===== src/rtl/wb_stage_pipe.sv =====
`default_nettype none
// ============================================================================
// wb_stage_pipe : MEM->WB pipeline register with two-entry skid buffer,
//                 valid/ready flow control, flush, and a forwarding tap.
// Revision 1.0
// ============================================================================
module wb_stage_pipe #(
  parameter int DATA_W    = 64,
  parameter int RD_W      = 5,
  parameter int CTRL_W    = 10,
  parameter int REGWR_BIT = 8
) (
  input  logic              clk,
  input  logic              rst_n,
  input  logic              flush,
  input  logic              in_valid,
  output logic              in_ready,
  input  logic [DATA_W-1:0] in_data,
  input  logic [RD_W-1:0]   in_rd,
  input  logic [CTRL_W-1:0] in_ctrl,
  output logic              out_valid,
  input  logic              out_ready,
  output logic [DATA_W-1:0] out_data,
  output logic [RD_W-1:0]   out_rd,
  output logic [CTRL_W-1:0] out_ctrl,
  output logic              fwd_valid,
  output logic [RD_W-1:0]   fwd_rd,
  output logic [DATA_W-1:0] fwd_data,
  output logic [1:0]        occ
);

  // State encoding doubles as the occupancy count.
  typedef enum logic [1:0] {
    EMPTY = 2'd0,
    ONE   = 2'd1,
    TWO   = 2'd2
  } state_e;

  typedef struct packed {
    logic [CTRL_W-1:0] ctrl;
    logic [RD_W-1:0]   rd;
    logic [DATA_W-1:0] data;
  } entry_t;

  state_e state_q, state_d;
  entry_t main_q, main_d;
  entry_t skid_q, skid_d;
  entry_t in_entry;
  logic   accept;
  logic   consume;

  assign in_entry  = '{ctrl: in_ctrl, rd: in_rd, data: in_data};
  assign in_ready  = (state_q != TWO);
  assign out_valid = (state_q != EMPTY);
  assign accept    = in_valid & in_ready;
  assign consume   = out_valid & out_ready;

  always_comb begin
    state_d = state_q;
    main_d  = main_q;
    skid_d  = skid_q;
    if (flush) begin
      // Anything accepted this cycle is dropped; a consumed head is already delivered.
      state_d = EMPTY;
    end else begin
      case (state_q)
        EMPTY: begin
          if (accept) begin
            state_d = ONE;
            main_d  = in_entry;
          end
        end
        ONE: begin
          if (accept && consume) begin
            main_d = in_entry;
          end else if (accept) begin
            state_d = TWO;
            skid_d  = in_entry;
          end else if (consume) begin
            state_d = EMPTY;
          end
        end
        TWO: begin
          if (consume) begin
            state_d = ONE;
            main_d  = skid_q;
          end
        end
        default: state_d = EMPTY;
      endcase
    end
  end

  always_ff @(posedge clk or negedge rst_n) begin
    if (!rst_n) begin
      state_q <= EMPTY;
      main_q  <= '0;
      skid_q  <= '0;
    end else begin
      state_q <= state_d;
      main_q  <= main_d;
      skid_q  <= skid_d;
    end
  end

  // Control is gated so an empty stage can never request a register write.
  assign out_data  = main_q.data;
  assign out_rd    = main_q.rd;
  assign out_ctrl  = out_valid ? main_q.ctrl : '0;
  assign fwd_valid = out_valid & main_q.ctrl[REGWR_BIT];
  assign fwd_rd    = main_q.rd;
  assign fwd_data  = main_q.data;
  assign occ       = state_q;

endmodule
`default_nettype wire


===== config.mk =====
export PLATFORM = sky130hd
export DESIGN_NAME = wb_stage_pipe
export DESIGN_NICKNAME = d
export VERILOG_FILES = /design/src/rtl/wb_stage_pipe.sv
export SDC_FILE = /design/constraint.sdc
export NUM_CORES = 1
export LEC_CHECK = 0
export CORE_ASPECT_RATIO = 0.6
export CORE_MARGIN = 8
export CORE_UTILIZATION = 52
export DETAILED_ROUTE_END_ITERATION = 6
export PLACE_DENSITY = 0.87
export SYNTH_ARGS = -nofsm -noshare
export SYNTH_HDL_FRONTEND = slang
export SYNTH_SLANG_ARGS = --single-unit

===== constraint.sdc =====
create_clock -name clk -period 2.6 [get_ports clk]
set_clock_uncertainty 0.1 [all_clocks]
set_input_delay 0.26 -clock clk [delete_from_list [all_inputs] [get_ports clk]]
set_output_delay 0.26 -clock clk [all_outputs]
set_load 0.02 [all_outputs]

==> results.py <==
metrics = {
    "synth": {
        "post_synth_most_frequent_cells": "sky130_fd_sc_hd__mux2_2, sky130_fd_sc_hd__dfrtp_1, sky130_fd_sc_hd__buf_4",
        "syn_area_um2": 8054,
        "synth-seq-area-share_pct": 49.71,
        "synthDominantAreaCellType": "sky130_fd_sc_hd__dfrtp_1",
        "netlist_instances": 589,
        "number_of_storage_elements_in_the_synthesis_netlist": 160,
        "synth_cell_type_count": 21,
        "yosysTopAreaCellShare_pct": 49.71,
        "synth_top_flop_cell": "sky130_fd_sc_hd__dfrtp_1",
        "synthesis.area_per_instance_um2": 13.67,
        "postSynthNetCount": 673,
        "most_frequent_cell_after_synthesis": "sky130_fd_sc_hd__mux2_2",
        "synth-edff-count": 0,
        "synth-warning-count": 0,
        "synth-async-reset-ratio_pct": 100.0,
        "netlist_top_cells_area": "sky130_fd_sc_hd__dfrtp_1, sky130_fd_sc_hd__mux2_2, sky130_fd_sc_hd__buf_4",
    },
    "clock_tree": {
        "cts_num_sinks": 160,
        "clk_path_buf_depth": 2,
        "insertion_delay_ns": 0.41,
        "tritoncts": "built",
        "clock_pin_slew_on_the_worst_setup_and_hold_paths_ns": 0.06,
        "cts_root_buffer": "sky130_fd_sc_hd__clkbuf_16",
        "cts_made_buffers": 17,
        "clock_tree.htree_level_count": 4,
    },
    "critical_path": {
        "ff2ff_path_depth": 4,
        "timing.reg2reg.setup_slack_ns": 0.59,
        "cp-startpoint": "occ[0]",
        "cp_data_arrival_time_ns": 1.98,
        "worst-endpoint-required_ns": 2.24,
        "r2r_start": "occ[1]",
        "setup.worst_path.class": "register to output port",
        "worstReg2RegEnd": "skid_q[1]",
        "cp_max_fo": 11,
        "crit_path_start_kind": "register",
        "critPathCaptureType": "output port",
    },
    "power_and_ir_drop": {
        "combPwrFrac_pct": 29.7,
        "power.sequential.fraction_pct": 40.3,
        "leakagePower_nw": 4.193,
        "worst_vdd_rail_ir_drop_mv": 0.4548,
        "switching_share_pct": 29.23,
        "pwr_density_cell_nw_per_um2": 843.3,
        "power.net_switching_w": 0.002537,
        "power_report.internal_total_w": 0.006144,
        "p_clk_share_pct": 30.1,
    },
    "drt": {
        "post_drt_via_cell_ratio": 5.106,
        "avgRoutedWirePerCell_um": 19.69,
        "drtAntennaViolNets": 0,
        "drt_iter0_markers": 203,
        "dr.pass1.iters": 4,
        "route.detailed.drc": 0,
        "detail_route.wirelength_um": 17860,
        "route.vias.total": 4631,
    },
    "placement": {
        "dp_hpwl_um": 13100,
        "routabilityCongestion": 0.8015,
        "io_buffer_count": 236,
        "placedInstanceArea_um2": 9668,
    },
    "final_layout": {
        "fraction_of_final_layout_cells_with_drive_strength_greater_than_1_pct": 37.36,
        "design_area_um2": 10290,
        "layout.nets": 776,
        "synthToLayoutAreaGrowth_pct": 27.81,
        "antennaDiodeCount": 0,
    },
    "sta": {
        "max_freq_mhz": 426.6,
        "grt_setup_unrepaired": "false",
        "min_period_over_period_pct": 90.16,
        "final-max-slew-violation-count": 0,
        "final_number_of_hold_violating_endpoints": 0,
        "final.setup.tns_ns": 0,
        "worst_pin_slew_ns": 0.5299,
        "setup_violations": 0,
        "fin_crit_ns": 2.344,
        "timing.slew.headroom_pct": 64.64,
    },
    "die": {
        "initial_core_util_pct": 52.85,
        "num_io_pins": 237,
        "die_height_um": 112.4,
        "placementRows": 35,
        "die_area_um2": 19860,
        "design.core.area_um2": 15240,
        "x_dimension_of_the_die_um": 176.7,
    },
    "flow_run": {
        "max_cap_viol_count": 0,
    },
    "global_routing": {
        "antenna_violations_before_repair": 0,
        "grt_start_max_net_pins": 82,
        "grt_pass1_wl_um": 29080,
        "via_count_of_the_first_global_routing_pass": 5352,
        "global_route.usage.total_pct": 18.24,
        "gr_overflow_total": 0,
    },
    "hold_path": {
        "min-delay-path-class": "input pin to asynchronous set/reset pin",
    },
    "run_status": {
        "run_status": "finished, final reports clean",
    },
}
power by group through the flow:
stage          Combinational (W)  Sequential, W  Clock [W]
2_1_floorplan            0.00197        0.00338          0
5_1_grt                  0.00273        0.00358    0.00279
6_report                 0.00258        0.00349    0.00261
4_1_cts                  0.00262        0.00349    0.00267
3_3_place_gp             0.00255        0.00347          0
3_5_place_dp             0.00261        0.00353          0
final cells by class:
cell class              count  area (um2)
fillers                  1081        4946
flip-flops and latches    160        4004
multi-input cells         262        2849
repair buffers            249        2564
clock buffers              19       432.9
well taps                 203       254.0
clock inverters            12       182.7
inverters                   2       7.507
cells by family after synthesis:
family,share of synthesized area (%)
and+or+nand+nor,1.538
AOI/OAI and AO/OA,0.4351
muxes,33.14
DFF,49.71
buffers and inverters,15.18
critical path, cell delays in order, from the launching register on:
cell and delay (ns):
sky130_fd_sc_hd__dfrtp_1 0.49, sky130_fd_sc_hd__nor2_1 0.10, sky130_fd_sc_hd__buf_4 0.19, sky130_fd_sc_hd__nor2b_1 0.16
sky130_fd_sc_hd__clkdlybuf4s50_1 0.64
worst max path at each step:
stage / end / slack, ns / depth (start not counted)
after floorplan: fwd_data[31] / 0.72 / 5
after global placement: skid_q[48] / 0.29 / 5
after global routing: out_ctrl[0] / 0.12 / 4
after CTS: out_ctrl[8] / 0.22 / 4
after detailed placement: skid_q[53] / 0.24 / 5
final: out_ctrl[8] / 0.26 / 4
metal layers:
metal  track usage [%]  part of all wire [%]  vias to the layer above  routed length, um
met5                 0                     0                        -                  0
met4             3.681                  0.50                        0                 90
met3             8.046                   9.4                       12               1674
met2             30.28                    49                      153               8707
met1             21.66                    41                     2375               7386
li1                  -                     -                     2091                  -
layout by cell type (no fill, tap or decap):
cell and count:
sky130_fd_sc_hd__clkdlybuf4s50_1 235, sky130_fd_sc_hd__mux2_2 216, sky130_fd_sc_hd__dfrtp_1 160, sky130_fd_sc_hd__mux2_1 21
sky130_fd_sc_hd__clkbuf_16 17, sky130_fd_sc_hd__nor2b_1 10, sky130_fd_sc_hd__buf_12 8, sky130_fd_sc_hd__bufinv_16 4
sky130_fd_sc_hd__buf_4 4, sky130_fd_sc_hd__clkinvlp_4 3, sky130_fd_sc_hd__inv_6 3, sky130_fd_sc_hd__nor2_1 2
sky130_fd_sc_hd__nand2_1 2, sky130_fd_sc_hd__a21oi_1 2, sky130_fd_sc_hd__clkbuf_1 2, sky130_fd_sc_hd__inv_1 1
sky130_fd_sc_hd__nor2b_4 1, sky130_fd_sc_hd__inv_2 1, sky130_fd_sc_hd__nand3b_1 1, sky130_fd_sc_hd__nand2b_1 1
sky130_fd_sc_hd__nor2b_2 1, sky130_fd_sc_hd__a21oi_4 1, sky130_fd_sc_hd__nor3b_4 1, sky130_fd_sc_hd__o21a_1 1
sky130_fd_sc_hd__o22a_1 1, sky130_fd_sc_hd__nor3_1 1, sky130_fd_sc_hd__clkinv_2 1, sky130_fd_sc_hd__clkinv_4 1
sky130_fd_sc_hd__dlygate4sd3_1 1, sky130_fd_sc_hd__buf_6 1
metrics by stage:
stage	hold slack, ns	utilization (%)	instances	setup WS [ns]	power (W)
2_1_floorplan	-0.1356	-	589	0.7173	0.005351
3_5_place_dp	0.08462	63.44	875	0.2438	0.006139
4_1_cts	0.2076	67.55	907	0.2172	0.008791
3_3_place_gp	0.07565	63.44	875	0.2916	0.006019
6_report	0.2075	67.55	907	0.2559	0.008681
5_1_grt	0.2173	67.55	907	0.1188	0.009098
state kept, by name, indices dropped and copies added (netlist names):
name / cells
main_q: 10
fwd_rd: 5
occ: 2
fwd_data: 64
skid_q: 79
what timing repair did:
item,CTS,global route
hold buffers,1,0
hold endpoints to repair,33,0
buffers inserted,0,0
resized for setup,0,0
(Power assumes the default switching activity.)
